$ cat src/rtl/pong_frame_renderer_if.sv
// Pixel bus between pong_frame_renderer and the LT24 driver.
//   master (renderer): drives xAddr, yAddr, pixelData, pixelWrite, frameStart;
//                      samples pixelReady
//   slave  (driver)  : samples the pixel, drives pixelReady
interface pong_frame_renderer_if;
  logic [7:0]  xAddr;
  logic [8:0]  yAddr;
  logic [15:0] pixelData;
  logic        pixelWrite;
  logic        pixelReady;
  logic        frameStart;

  modport master (
    output xAddr, yAddr, pixelData, pixelWrite, frameStart,
    input  pixelReady
  );

  modport slave (
    input  xAddr, yAddr, pixelData, pixelWrite, frameStart,
    output pixelReady
  );
endinterface

$ cat src/rtl/pong_frame_renderer.sv
// Pong frame renderer for the LT24 (240x320, RGB565).
// Runs its own raster scan, snapshots all object positions and the game state
// at the start of each frame, and renders through a 2-stage pipeline with
// pixelReady back-pressure. Also owns the START/PLAY/END game state machine.
//
// Ports:
//   clock, resetApp      clock and asynchronous active-high reset
//   playSwitch           game enable level
//   ballX/ballY          packed ball centres (8/9 bits per ball)
//   paddleX/paddleY      packed paddle centres (8/9 bits per paddle)
//   scores               packed player scores (8 bits per player)
//   pix                  pixel bus to the LT24 driver (master modport)
//   playFlag/resetFlag   live state is PLAY / START
//   winner               winning player index, valid in END
//
// Build option: define PONG_SCORE_BAR_EN to draw per-player score bars in PLAY.
//
// state    | meaning
// ST_START | game idle, screen black
// ST_PLAY  | game running, playfield rendered
// ST_END   | a player reached WIN_SCORE, winner banner shown
module pong_frame_renderer #(
  parameter int NUM_BALLS      = 2,
  parameter int NUM_PADDLES    = 2,
  parameter int BALL_SIZE      = 5,
  parameter int PADDLE_BREADTH = 5,
  parameter int PADDLE_LENGTH  = 15,
  parameter int WIN_SCORE      = 10,
  parameter int WALL_W         = 4,
  parameter int NET_Y          = 166
) (
  input  logic                     clock,
  input  logic                     resetApp,
  input  logic                     playSwitch,
  input  logic [8*NUM_BALLS-1:0]   ballX,
  input  logic [9*NUM_BALLS-1:0]   ballY,
  input  logic [8*NUM_PADDLES-1:0] paddleX,
  input  logic [9*NUM_PADDLES-1:0] paddleY,
  input  logic [8*NUM_PADDLES-1:0] scores,
  pong_frame_renderer_if.master    pix,
  output logic                     playFlag,
  output logic                     resetFlag,
  output logic [1:0]               winner
);

  localparam logic [7:0]  X_LAST      = 8'd239;
  localparam logic [8:0]  Y_LAST      = 9'd319;
  localparam logic [20:0] BALL_R2     = 21'(BALL_SIZE * BALL_SIZE);
  localparam logic [7:0]  WIN_SCORE_B = 8'(WIN_SCORE);

  typedef enum logic [1:0] {ST_START = 2'd0, ST_PLAY = 2'd1, ST_END = 2'd2} state_t;

  function automatic logic [15:0] objColour(input logic [1:0] idx);
    case (idx)
      2'd0:    objColour = 16'hF800;
      2'd1:    objColour = 16'h001F;
      2'd2:    objColour = 16'h07E0;
      default: objColour = 16'hFFE0;
    endcase
  endfunction

  // Magnitude of a signed 10-bit difference; operands are zero-extended, so
  // objects near the screen edge never wrap around.
  function automatic logic [9:0] absDiff(input logic [9:0] a, input logic [9:0] b);
    logic [9:0] d;
    d = a - b;
    absDiff = d[9] ? (10'd0 - d) : d;
  endfunction

  // ---------------- game state machine ----------------
  state_t     state, stateNext;
  logic [1:0] winnerNext;
  logic       anyWin;
  logic [1:0] winIdx;

  // Descending scan so the lowest winning index is the one left standing.
  always_comb begin
    anyWin = 1'b0;
    winIdx = 2'd0;
    for (int i = NUM_PADDLES - 1; i >= 0; i--) begin
      if (scores[8*i +: 8] >= WIN_SCORE_B) begin
        anyWin = 1'b1;
        winIdx = 2'(i);
      end
    end
  end

  always_ff @(posedge clock or posedge resetApp) begin
    if (resetApp) begin
      state  <= ST_START;
      winner <= 2'd0;
    end else begin
      state  <= stateNext;
      winner <= winnerNext;
    end
  end

  always_comb begin
    stateNext  = state;
    winnerNext = winner;
    case (state)
      ST_START: if (playSwitch) stateNext = ST_PLAY;
      ST_PLAY: begin
        if (!playSwitch) begin
          stateNext = ST_START;
        end else if (anyWin) begin
          stateNext  = ST_END;
          winnerNext = winIdx;
        end
      end
      ST_END:   if (!playSwitch) stateNext = ST_START;
      default:  stateNext = ST_START;
    endcase
  end

  always_comb begin
    playFlag  = (state == ST_PLAY);
    resetFlag = (state == ST_START);
  end

  // ---------------- S0: scan counters and frame snapshot ----------------
  logic                     advance;
  logic                     frameWrap;
  logic [7:0]               xCnt;
  logic [8:0]               yCnt;
  logic [8*NUM_BALLS-1:0]   snapBallX;
  logic [9*NUM_BALLS-1:0]   snapBallY;
  logic [8*NUM_PADDLES-1:0] snapPadX;
  logic [9*NUM_PADDLES-1:0] snapPadY;
  state_t                   snapState;
  logic [1:0]               snapWinner;

  assign advance   = pix.pixelReady | ~pix.pixelWrite;
  assign frameWrap = advance && (xCnt == X_LAST) && (yCnt == Y_LAST);

  always_ff @(posedge clock or posedge resetApp) begin
    if (resetApp) begin
      xCnt       <= 8'd0;
      yCnt       <= 9'd0;
      snapBallX  <= '0;
      snapBallY  <= '0;
      snapPadX   <= '0;
      snapPadY   <= '0;
      snapState  <= ST_START;
      snapWinner <= 2'd0;
    end else if (advance) begin
      if (xCnt == X_LAST) begin
        xCnt <= 8'd0;
        yCnt <= (yCnt == Y_LAST) ? 9'd0 : yCnt + 9'd1;
      end else begin
        xCnt <= xCnt + 8'd1;
      end
      // Latch on the step into (0,0) so the whole next frame sees one view.
      if (frameWrap) begin
        snapBallX  <= ballX;
        snapBallY  <= ballY;
        snapPadX   <= paddleX;
        snapPadY   <= paddleY;
        snapState  <= state;
        snapWinner <= winner;
      end
    end
  end

  logic [NUM_BALLS-1:0]   ballHit;
  logic [NUM_PADDLES-1:0] padHit;
  logic                   wallHit;

  always_comb begin : hitCalc
    logic [9:0]  adx, ady;
    logic [19:0] sqx, sqy;
    adx     = '0;
    ady     = '0;
    sqx     = '0;
    sqy     = '0;
    ballHit = '0;
    padHit  = '0;
    for (int i = 0; i < NUM_BALLS; i++) begin
      adx = absDiff({2'b00, xCnt}, {2'b00, snapBallX[8*i +: 8]});
      ady = absDiff({1'b0, yCnt}, {1'b0, snapBallY[9*i +: 9]});
      sqx = 20'(adx) * 20'(adx);
      sqy = 20'(ady) * 20'(ady);
      ballHit[i] = (21'(sqx) + 21'(sqy)) <= BALL_R2;
    end
    for (int i = 0; i < NUM_PADDLES; i++) begin
      adx = absDiff({2'b00, xCnt}, {2'b00, snapPadX[8*i +: 8]});
      ady = absDiff({1'b0, yCnt}, {1'b0, snapPadY[9*i +: 9]});
      padHit[i] = (adx < 10'(PADDLE_BREADTH)) && (ady < 10'(PADDLE_LENGTH));
    end
    wallHit = (xCnt < 8'(WALL_W)) || ((yCnt >= 9'(NET_Y)) && (yCnt <= 9'(NET_Y + 3)));
  end

`ifdef PONG_SCORE_BAR_EN
  logic [8*NUM_PADDLES-1:0] snapScores;
  logic [NUM_PADDLES-1:0]   barHit;
  logic [NUM_PADDLES-1:0]   s1Bar;

  always_ff @(posedge clock or posedge resetApp) begin
    if (resetApp)       snapScores <= '0;
    else if (frameWrap) snapScores <= scores;
  end

  always_comb begin : barCalc
    logic [7:0]  sc;
    logic [10:0] barEnd;
    sc     = '0;
    barEnd = '0;
    barHit = '0;
    for (int i = 0; i < NUM_PADDLES; i++) begin
      sc     = (snapScores[8*i +: 8] > WIN_SCORE_B) ? WIN_SCORE_B : snapScores[8*i +: 8];
      barEnd = 11'(WALL_W) + {1'b0, sc, 2'b00};
      barHit[i] = (yCnt >= 9'(4 + 8*i)) && (yCnt <= 9'(7 + 8*i)) &&
                  (xCnt >= 8'(WALL_W)) && ({3'b000, xCnt} < barEnd);
    end
  end

  always_ff @(posedge clock or posedge resetApp) begin
    if (resetApp)     s1Bar <= '0;
    else if (advance) s1Bar <= barHit;
  end
`endif

  // ---------------- S1: registered hit flags ----------------
  logic                   s1Valid;
  logic [7:0]             s1X;
  logic [8:0]             s1Y;
  state_t                 s1State;
  logic [1:0]             s1Winner;
  logic                   s1Wall;
  logic [NUM_BALLS-1:0]   s1Ball;
  logic [NUM_PADDLES-1:0] s1Pad;

  always_ff @(posedge clock or posedge resetApp) begin
    if (resetApp) begin
      s1Valid  <= 1'b0;
      s1X      <= 8'd0;
      s1Y      <= 9'd0;
      s1State  <= ST_START;
      s1Winner <= 2'd0;
      s1Wall   <= 1'b0;
      s1Ball   <= '0;
      s1Pad    <= '0;
    end else if (advance) begin
      s1Valid  <= 1'b1;
      s1X      <= xCnt;
      s1Y      <= yCnt;
      s1State  <= snapState;
      s1Winner <= snapWinner;
      s1Wall   <= wallHit;
      s1Ball   <= ballHit;
      s1Pad    <= padHit;
    end
  end

  // ---------------- S2: priority resolve ----------------
  // Layers are painted lowest priority first; later assignments override.
  logic [15:0] pixelNext;

  always_comb begin
    pixelNext = 16'h0000;
    case (s1State)
      ST_PLAY: begin
        pixelNext = 16'hFFFF;
        for (int i = NUM_BALLS - 1; i >= 0; i--)
          if (s1Ball[i]) pixelNext = objColour(2'(i));
        for (int i = NUM_PADDLES - 1; i >= 0; i--)
          if (s1Pad[i]) pixelNext = objColour(2'(i));
`ifdef PONG_SCORE_BAR_EN
        for (int i = NUM_PADDLES - 1; i >= 0; i--)
          if (s1Bar[i]) pixelNext = objColour(2'(i));
`endif
        if (s1Wall) pixelNext = 16'h39E7;
      end
      ST_END: begin
        pixelNext = ((s1Y >= 9'd140) && (s1Y <= 9'd179)) ? objColour(s1Winner) : 16'hFFFF;
      end
      default: pixelNext = 16'h0000;
    endcase
  end

  always_ff @(posedge clock or posedge resetApp) begin
    if (resetApp) begin
      pix.pixelWrite <= 1'b0;
      pix.xAddr      <= 8'd0;
      pix.yAddr      <= 9'd0;
      pix.pixelData  <= 16'h0000;
    end else if (advance) begin
      pix.pixelWrite <= s1Valid;
      pix.xAddr      <= s1X;
      pix.yAddr      <= s1Y;
      pix.pixelData  <= pixelNext;
    end
  end

  assign pix.frameStart = pix.pixelWrite & pix.pixelReady &
                          (pix.xAddr == 8'd0) & (pix.yAddr == 9'd0);

endmodule

$ cat src/flat_wrapper.sv
// flat-port wrapper written by rule: the top's interface ports become plain ports
module pong_frame_renderer_flat 
#(
  parameter int NUM_BALLS      = 2,
  parameter int NUM_PADDLES    = 2,
  parameter int BALL_SIZE      = 5,
  parameter int PADDLE_BREADTH = 5,
  parameter int PADDLE_LENGTH  = 15,
  parameter int WIN_SCORE      = 10,
  parameter int WALL_W         = 4,
  parameter int NET_Y          = 166
)
  (clock, resetApp, playSwitch, ballX, ballY, paddleX, paddleY, scores, playFlag, resetFlag, winner, pix_xAddr, pix_yAddr, pix_pixelData, pix_pixelWrite, pix_frameStart, pix_pixelReady);
  pong_frame_renderer_if pix_i ();
  input  logic clock;
  input  logic resetApp;
  input  logic playSwitch;
  input  logic [8*NUM_BALLS-1:0] ballX;
  input  logic [9*NUM_BALLS-1:0] ballY;
  input  logic [8*NUM_PADDLES-1:0] paddleX;
  input  logic [9*NUM_PADDLES-1:0] paddleY;
  input  logic [8*NUM_PADDLES-1:0] scores;
  output logic playFlag;
  output logic resetFlag;
  output logic [1:0] winner;
  output wire logic [$bits(pix_i.xAddr)-1:0] pix_xAddr;
  output wire logic [$bits(pix_i.yAddr)-1:0] pix_yAddr;
  output wire logic [$bits(pix_i.pixelData)-1:0] pix_pixelData;
  output wire logic [$bits(pix_i.pixelWrite)-1:0] pix_pixelWrite;
  output wire logic [$bits(pix_i.frameStart)-1:0] pix_frameStart;
  input wire logic [$bits(pix_i.pixelReady)-1:0] pix_pixelReady;
  assign pix_xAddr = pix_i.xAddr;
  assign pix_yAddr = pix_i.yAddr;
  assign pix_pixelData = pix_i.pixelData;
  assign pix_pixelWrite = pix_i.pixelWrite;
  assign pix_frameStart = pix_i.frameStart;
  assign pix_i.pixelReady = pix_pixelReady;
  pong_frame_renderer #(.NUM_BALLS(NUM_BALLS), .NUM_PADDLES(NUM_PADDLES), .BALL_SIZE(BALL_SIZE), .PADDLE_BREADTH(PADDLE_BREADTH), .PADDLE_LENGTH(PADDLE_LENGTH), .WIN_SCORE(WIN_SCORE), .WALL_W(WALL_W), .NET_Y(NET_Y)) u_core (.clock(clock), .resetApp(resetApp), .playSwitch(playSwitch), .ballX(ballX), .ballY(ballY), .paddleX(paddleX), .paddleY(paddleY), .scores(scores), .pix(pix_i), .playFlag(playFlag), .resetFlag(resetFlag), .winner(winner));
endmodule
$ cat config.mk
export PLATFORM = sky130hd
export DESIGN_NAME = pong_frame_renderer_flat
export DESIGN_NICKNAME = d
export VERILOG_FILES = /design/src/rtl/pong_frame_renderer_if.sv /design/src/rtl/pong_frame_renderer.sv /design/src/flat_wrapper.sv
export SDC_FILE = /design/constraint.sdc
export NUM_CORES = 1
export LEC_CHECK = 0
export BUFFER_PORTS_ARGS = -buffer_cell sky130_fd_sc_hd__buf_2
export CAP_MARGIN = 25
export CORE_ASPECT_RATIO = 1.2
export CORE_MARGIN = 4
export CORE_UTILIZATION = 30
export DETAILED_ROUTE_END_ITERATION = 10
export SLEW_MARGIN = 25
export SYNTH_ARGS = -nofsm -noshare
export SYNTH_HDL_FRONTEND = slang
export SYNTH_SLANG_ARGS = --single-unit
$ cat constraint.sdc
create_clock -name clock -period 9.7 [get_ports clock]
set_input_delay 1.94 -clock clock [delete_from_list [all_inputs] [get_ports clock]]
set_output_delay 1.94 -clock clock [all_outputs]
set_load 0.1 [all_outputs]
### Word-level counts from Yosys, hierarchy flattened

Cells that the tools add are included.
Widths: inputs -> output; s select.

| word-level totals | value |
|---|---|
| memories | 0 |
| RAM bits | 0 |
| flip-flop bits (word level) | 154 |
| logic and storage cells | 117 |
| bits in read-only memories | 0 |
| output and inout bits | 39 |
| input port bits | 88 |
| latch bits | 0 |

| operators by class | value |
|---|---|
| bitwise operators | 5 |
| shift operators | 0 |
| muxes and demuxes | 27 |
| equal/unequal tests | 11 |
| order comparisons | 13 |
| reductions and logical operators | 15 |
| divide/modulo/power cells | 0 |
| $mul | 4 |
| $add $sub $neg | 20 |

Operator list:

| operator | count |
|---|---|
| $mux 16 | 6 |
| $mul 10x10->20 | 4 |
| $mux 10 | 8 |
| $sub 1x10->10 const A | 8 |
| $pmux 16 s3 | 1 |
| $add 20x20->21 | 2 |
| $le 21x5->1 const B | 2 |
| $sub 9x9->10 | 4 |
| $sub 8x8->9 | 4 |
| $pmux 16 s2 | 1 |
| $lt 10x3->1 const B | 2 |
| $lt 10x4->1 const B | 2 |
| $ge 9x8->1 const B | 2 |
| $le 9x8->1 const B | 2 |
| $ge 8x4->1 const B | 2 |
| $add 9x1->9 const B | 1 |
| $eq 9x9->1 const B | 1 |
| $logic_not 9->1 | 1 |
| $mux 9 | 1 |
| $add 8x1->8 const B | 1 |
| $eq 8x8->1 const B | 1 |
| $logic_not 8->1 | 1 |
| $lt 8x3->1 const B | 1 |
| $mux 2 | 4 |
| other kinds (15) | 33 |

### Longest topological paths before layout

Gate-level depths: netlist of run 1.

| depth | value |
|---|---|
| depth after elaboration | 6 |
| mapped depth | 37 |
| depth with buffers taken out | 37 |

### Worst setup path after synthesis of run 1

No wires, ideal clock.

| path | value |
|---|---|
| path kind | reg-to-reg |
| start point | register u_core.yCnt[0] |
| end point | register u_core.s1Ball[0] |
| stages on the path, launching flop included | 34 |
| path buffers | 2 |
| clock period less this slack | 8,806 ps |
| data arrival time | 8,741 ps |
| library setup time | 65 ps |
| slack | 894 ps |
| required time | 9,635 ps |
| path through | dfrtp_1 -> inv_1 -> ha_1 -> inv_1 -> fa_1 -> a21o_1 -> a21oi_2 -> xnor2_1 -> or3_1 -> a21o_1 -> o41ai_2 -> xor2_1 -> buf_2 -> or2_1 -> fa_1 -> inv_1 -> fa_1 -> inv_1 -> fa_1 -> inv_1 -> fa_1 -> fa_1 -> fa_1 -> ha_1 -> ha_1 -> buf_12 -> mux2_4 -> a2111oi_4 -> nand4b_1 -> or4_1 -> nor4_1 -> nand4_1 -> nor3_1 -> a22o_1 |

| between the ends | value |
|---|---|
| longest elaborated chain between the ends | 6 |

Ends and longest elaborated chain:

| item | RTL line | text |
|---|---|---|
| start, declared | pong_frame_renderer.sv:125 | `logic [8:0] yCnt;` |
| start signal, assigned | pong_frame_renderer.sv:149 | `yCnt <= (yCnt == Y_LAST) ? 9'd0 : yCnt + 9'd1;` |
| $sub 9x9->10 * | pong_frame_renderer.sv:66 | `d = a - b;` |
| $sub 1x10->10 | pong_frame_renderer.sv:67 | `absDiff = d[9] ? (10'd0 - d) : d;` |
| $mux 10 * | pong_frame_renderer.sv:67 |  |
| $mul 10x10->20 * | pong_frame_renderer.sv:182 | `sqy = 20'(ady) * 20'(ady);` |
| $add 20x20->21 * | pong_frame_renderer.sv:183 | `ballHit[i] = (21'(sqx) + 21'(sqy)) <= BALL_R2;` |
| $le 21x5->1 * | pong_frame_renderer.sv:183 |  |
| end signal, assigned | pong_frame_renderer.sv:250 | `s1Ball <= ballHit;` |
| end, declared | pong_frame_renderer.sv:230 | `logic [NUM_BALLS-1:0] s1Ball;` |

Mark *: on every way between the ends. The rest lies on a longest branch, timed or not.
A chain may end at the register's enable or synchronous reset.

### Worst setup path after layout of run 1

| path | value |
|---|---|
| start point | register u_core.yCnt[0] |
| end point | register u_core.s1Ball[1] |

The elaborated chain is that of the path after synthesis.

==> key figures, run 1 <==
Clock tree
  – Clock root cell: clkbuf_16
  – Total CTS buffers: 17
  – Clock tree from TritonCTS: done
  – TritonCTS sink count: 141
  – Clock latency at the later pin of the worst-skew pair: 0.43 ns
  – CTS max path bufs: 2
  – H-tree levels: 4
  – Clk slew on worst S/H paths: 0.07 ns
  – Cts hold-fix bufs: 0

Critical path
  – Data required time at the worst endpoint: 10.01 ns
  – Crit. End Element: flop
  – Sort of element at the start of the critical path: flop
  – Critical path fanouts, max: 6
  – CP most frequent cell: fa_1
  – Crit-path slowest cell: fa_1
  – Arrival time at the worst endpoint: 9.57 ns
  – Crit Path Class: reg2reg
  – Max stage delay on crit path: 0.60 ns

Floorplan
  – Die X: 249 um
  – Starting utilization of the core area: 30.2%
  – Standard cell core area: 69500 sq um
  – Die outline height: 298 um
  – DIE AREA: 74300 sq um
  – Io pins: 127
  – Placement Rows: 106

Yosys
  – Area contributors post-synth: fa_1 (26%), dfrtp_1 (17%), ha_1 (15%), inv_1 (7.4%), nand2_1 (5.5%)
  – Gate Count Post-Synth: 2395
  – Flip-flop and latch count after synthesis: 141
  – Most used DFF post-synth: dfrtp_1
  – Cell type with the largest total area after synthesis: fa_1
  – Synthesized area per cell: 8.77 sq um
  – Share of cell area taken by muxes after synthesis: 0.560%
  – Unique cell type count in the Yosys netlist: 92
  – Combinational family with the most area after synthesis: adder cells
  – Fraction of the mapped netlist area in compound gates: 12.0%
  – Number of enable-type register cells in the synthesized netlist: 0
  – Synthesized area: 21000 sq um
  – Adder-cell share of the synthesized area: 40.5%
  – Yosys synthesis warning count: 0
  – Sequential cell area fraction in the yosys report: 16.8%
  – Post-synthesis share of cell area spent on and, or, nand and nor gates: 16.3%
  – FFs w/ async S/R, synth: 100%
  – Share of the synthesized area in the top cell type: 25.7%
  – Synth Area in XOR/XNOR: 4.71%

Route
  – DRC viols: 0
  – Drt initial violations: 623
  – Wire per inst: 14.4 um
  – Pre-antenna DRT Iters: 4
  – Drt total wl: 50.9 mm
  – Post-detailed-route via-to-cell ratio: 4.65
  – DR vias: 16400
  – Post-DRT Antenna Nets: 0

STA
  – Worst clock skew: 0.0143 ns
  – Fin crit share: 95.4%
  – Actual slew at the worst max-slew pin: 0.929 ns
  – Max transition margin: 38.0%
  – TNS Setup: 0 ns
  – Final-report setup violation count: 0
  – Unrepaired setup endpoints after global routing: no
  – Max Clk Rate: 108 MHz
  – Max Transition Viols Final: 0
  – Hold Vio Cnt, Final: 0
  – Post-layout min period: 9.26 ns

Outcome
  – Result of the run: complete, no violations

Layout
  – Number of standard cells in the layout, taps in and fillers out: 3527
  – Area growth from synthesis to layout: 13.3%
  – Proportion of layout cells with a drive suffix above 1: 10.4%
  – Summed area of non-filler cells in the final layout: 23800 sq um
  – Final antenna diode count: 0
  – Number of nets in the layout: 3202

Global route
  – First-pass GRT wire length: 85.8 mm
  – Most used routing layer in global routing: met2
  – Overflow left after global routing: 0
  – Initial antenna violation count: 3
  – Via count of the first global-routing pass: 17000
  – Pin count of the biggest net entering global routing: 85
  – Met1 layer usage reported by global route: 18.8%
  – GR Util All Layers: 14.0%
  – M2 GR Usage: 24.6%
  – Met3 Use GR: 1.18%

Job
  – Number of max-cap violations: 0

Placed design
  – Final RePlAce weighted congestion: 0.815
  – Cell total after placement: 3494
  – Quantity of I/O buffers inserted on ports: 123
  – Placement-stage cell area: 23200 sq um
  – Hpwl dp: 42.7 mm

Min path
  – Tightest Hold Check Type: reg2reg
kinds of logic after synthesis:
group,count (synthesis)
multiplexers,11
adder cells (fa/ha/maj),518
flip-flops,141
other,2
AND/OR/NAND/NOR,732
buffers and inverters,482
XOR/XNOR,112
AO/OA/AOI/OAI,397
registers in the layout, summed over array words and instances (netlist names), 6 cells and up:
| name | count |
|---|---|
| u_core.snapBallY | 18 |
| u_core.snapPadY | 18 |
| u_core.snapBallX | 16 |
| u_core.snapPadX | 16 |
| u_core.pix.yAddr | 9 |
| u_core.s1Y | 9 |
| u_core.yCnt | 9 |
| u_core.pix.xAddr | 8 |
| u_core.s1X | 8 |
| u_core.xCnt | 8 |
| u_core.pix.pixelData | 6 |
per-stage QoR:
step / hold WS (ns) / util, % / setup WS (ns)
2_1_floorplan: 0.425 / - / 0.894
3_3_place_gp: 0.438 / 33.3 / 0.415
3_5_place_dp: 0.448 / 33.3 / 0.411
4_1_cts: 0.469 / 34.1 / 0.389
5_1_grt: 0.499 / 34.2 / 0.0133
6_report: 0.468 / 34.2 / 0.444
cells in the final DEF (no fill, tap or decap), types with 66 or more instances in the layout:
cell       n
buf_4     66
ha_1     248
nand2_1  305
fa_1     270
inv_1    415
dfrtp_1  141
buf_2    123
nor2_1   173
a21oi_1   82
o21ai_0  121
per-layer routing:
layer | routed length, um | part of all wire, %
met4 | 1220 | 2.4
met2 | 24800 | 49
met3 | 1490 | 2.9
met1 | 23400 | 46
met5 | 0 | 0
timing repair:
action	CTS	global route
gates resized for setup	0	12
setup endpoints to repair	0	2
setup buffers	0	1
synth_stat cells, types with 12 or more instances:
cell,count
o21ai_0,122
nor4_1,17
o31ai_1,12
xor2_1,45
clkbuf_1,34
inv_1,416
buf_4,12
fa_1,270
nor2b_1,23
a21oi_1,83
a211oi_1,12
o21a_1,19
nor3_1,41
a31oi_1,13
xnor2_1,66
dfrtp_1,141
o21bai_1,12
or2_1,23
a21o_1,29
and2_1,19
nor2_1,173
nand3_1,18
nand2_1,305
nand2b_1,33
ha_1,248
o21ai_1,19
path summary, 6_finish.rpt:
| check | start | depth (start not counted) | slack [ns] | to |
|---|---|---|---|---|
| min reg2reg | u_core.s1Valid | 1 | 0.47 | u_core.pix.pixelWrite |
| min in group asynchronous | resetApp | 2 | 1.59 | u_core.pix.yAddr[2] |
| max in group asynchronous | resetApp | 3 | 6.69 | u_core.snapPadY[11] |
| min | u_core.s1Valid | 1 | 0.47 | u_core.pix.pixelWrite |
| max reg2reg | u_core.yCnt[0] | 29 | 0.44 | u_core.s1Ball[1] |
| max | u_core.yCnt[0] | 29 | 0.44 | u_core.s1Ball[1] |
critical path: cells and delay by family, from the launching register on:
kind	cells	cell delay [ns]
flops	1	0.45
xor+xnor	2	0.37
fa+ha+maj	10	4.52
buf+inv	4	0.45
compound gates	10	2.36
mux	1	0.36
simple gates	2	0.64
cell type report:
type / instances / area, sq um
Inverter: 422 / 1590
Sequential cell: 141 / 3530
Clock inverter: 14 / 124
Clock buffer: 18 / 429
Tap cell: 918 / 1150
Timing Repair Buffer: 189 / 1110
Fill cell: 7372 / 45700
Multi-Input combinational cell: 1825 / 15900
Power of run 1 is not shown: default switching activity piles up to over one toggle a cycle in this logic, so the estimate is an artifact.
==> run 2, diff against run 1 <==
--- a/config.mk
+++ b/config.mk
@@ -11,6 +11,7 @@
 export CORE_MARGIN = 4
 export CORE_UTILIZATION = 30
 export DETAILED_ROUTE_END_ITERATION = 10
+export SETUP_SLACK_MARGIN = 0.5
 export SLEW_MARGIN = 25
 export SYNTH_ARGS = -nofsm -noshare
 export SYNTH_HDL_FRONTEND = slang
==> run 2 against run 1 <==
  * Final cell count grew 0.31%
  * Utilization grew 0.59 points
  * Critical endpoint unchanged
  * Via count grew 0.54%
==> key figures, run 2 (synthesis gave the netlist of run 1 again) <==
Critical path
  – Arrival time at the worst endpoint: 9.18 ns
  – Startpoint of the worst-slack reg-to-reg timing path: u_core.yCnt[0]
  – Crit. End Element: flop
  – Sort of element at the start of the critical path: flop
  – CP most frequent cell: fa_1
  – Crit Path Class: reg2reg
  – Worst Setup SP: u_core.yCnt[0]
  – Max stage delay on crit path: 0.58 ns
  – Crit-path slowest cell: fa_1
  – Data required time at the worst endpoint: 10.01 ns
  – Critical path fanouts, max: 6

Route
  – DRC viols: 0
  – Post-DRT Antenna Nets: 0
  – DR vias: 16500
  – Drt initial violations: 614
  – Drt total wl: 51.3 mm
  – Pre-antenna DRT Iters: 5
  – Post-detailed-route via-to-cell ratio: 4.66
  – Wire per inst: 14.5 um

STA
  – Max transition margin: 36.9%
  – TNS Setup: 0 ns
  – Hold Vio Cnt, Final: 0
  – Post-layout min period: 8.87 ns
  – Max Transition Viols Final: 0
  – Fin crit share: 91.5%
  – Max Clk Rate: 113 MHz
  – Worst clock skew: 0.0144 ns
  – Actual slew at the worst max-slew pin: 0.946 ns
  – Final-report setup violation count: 0
  – Unrepaired setup endpoints after global routing: yes

Global route
  – Met1 layer usage reported by global route: 18.8%
  – Most used routing layer in global routing: met2
  – Pin count of the biggest net entering global routing: 85
  – Overflow left after global routing: 0
  – Via count of the first global-routing pass: 17000
  – GR Util All Layers: 14.0%
  – Met3 Use GR: 1.18%
  – M2 GR Usage: 24.6%
  – Initial antenna violation count: 3
  – First-pass GRT wire length: 85.8 mm

Layout
  – Fillers: 7348
  – Number of nets in the layout: 3213
  – Proportion of layout cells with a drive suffix above 1: 12.8%
  – Most common cell after layout, fill and taps aside: inv_1
  – Highest-count cells in the layout ignoring fill and taps: inv_1 (415), nand2_1 (304), fa_1 (270), ha_1 (240), nor2_1 (170)
  – Summed area of non-filler cells in the final layout: 24200 sq um
  – Registers with the most flip-flops: u_core.snapBallY x18, u_core.snapPadY x18
  – Number of standard cells in the layout, taps in and fillers out: 3538
  – Final antenna diode count: 0
  – Area growth from synthesis to layout: 15.2%

Clock tree
  – Clock root cell: clkbuf_16
  – Total CTS buffers: 17
  – CTS max path bufs: 2
  – H-tree levels: 4
  – Clk slew on worst S/H paths: 0.07 ns
  – Clock tree from TritonCTS: done
  – Cts hold-fix bufs: 0
  – Clock latency at the later pin of the worst-skew pair: 0.43 ns
  – TritonCTS sink count: 141

Job
  – Number of max-cap violations: 0

Placed design
  – Cell total after placement: 3494
  – Hpwl dp: 42.7 mm
  – Placement-stage cell area: 23200 sq um
  – Final RePlAce weighted congestion: 0.815
  – Quantity of I/O buffers inserted on ports: 123

Floorplan
  – Die outline height: 298 um
  – Die X: 249 um
  – DIE AREA: 74300 sq um
  – Starting utilization of the core area: 30.2%
  – Io pins: 127
  – Placement Rows: 106
  – Standard cell core area: 69500 sq um

Outcome
  – Result of the run: complete, no violations

Min path
  – Launch point of the worst hold path: u_core.s1Valid
  – Tightest Hold Check Type: reg2reg
==> run 2: cell types whose count changed in the layout (fill, tap and decap cells not counted), moves of 4 or more <==
| cell | previous run | this run |
|---|---|---|
| xnor2_1 | 64 | 59 |
| a21oi_2 | 2 | 9 |
| o21ai_2 | 1 | 5 |
| ha_4 | 0 | 6 |
| buf_4 | 66 | 76 |
| xnor2_2 | 3 | 8 |
| a21oi_1 | 82 | 74 |
| ha_1 | 248 | 240 |
==> run 2: path summary, 6_finish.rpt <==
kind / end / slack [ns] / depth (start not counted)
worst max-delay path: u_core.s1Ball[1] / 0.83 / 29
worst min-delay path: u_core.pix.pixelWrite / 0.47 / 1
worst max register to register: u_core.s1Ball[1] / 0.83 / 29
worst min register to register: u_core.pix.pixelWrite / 0.47 / 1
max in group asynchronous: u_core.snapPadY[11] / 6.66 / 3
min in group asynchronous: u_core.pix.yAddr[2] / 1.59 / 2
==> run 2: area by class of cell <==
cell class                      count  area, sq um  share of cell area [%]
Tap cell                          918         1150                    4.75
Sequential cell                   141         3530                    14.6
Timing Repair Buffer              200         1200                    4.95
Multi-Input combinational cell   1825        16200                    66.9
Inverter                          422         1590                    6.57
Clock buffer                       18          429                    1.77
Clock inverter                     14          124                   0.512
==> run 2: routing by layer <==
metal  routed length [um]  up-vias
met5                    0        -
met4                 1140        0
met3                 1190       55
met2                25300      254
met1                23800     8057
li1                     -     8118
==> run 2: critical path, delay by kind of cell (launching register included) <==
kind	cells	cell delay (ns)
adders and majority gates	10	4.46
buffers and inverters	4	0.41
AOI/OAI and AO/OA	10	2.07
DFF	1	0.43
xor gates and xnor gates	2	0.37
and+or+nand+nor	2	0.67
muxes	1	0.36
==> run 2: metrics by stage <==
stage                     utilization, %  hold slack, ns  setup slack [ns]
after floorplan                        -           0.425             0.894
after global placement              33.3           0.438             0.415
after detailed placement            33.3           0.448             0.411
after CTS                           34.2           0.469             0.474
after global routing                34.8           0.499             0.486
final                               34.8           0.468             0.829
==> run 2: timing repair <==
| item | 4_1_cts | 5_1_grt |
|---|---|---|
| pin swaps | 0 | 30 |
| resized for setup | 6 | 68 |
| cloned | 0 | 0 |
| buffers inserted | 0 | 12 |
| endpoints found under the setup margin | 2 | 2 |
Power of run 2 is left out for the same reason.
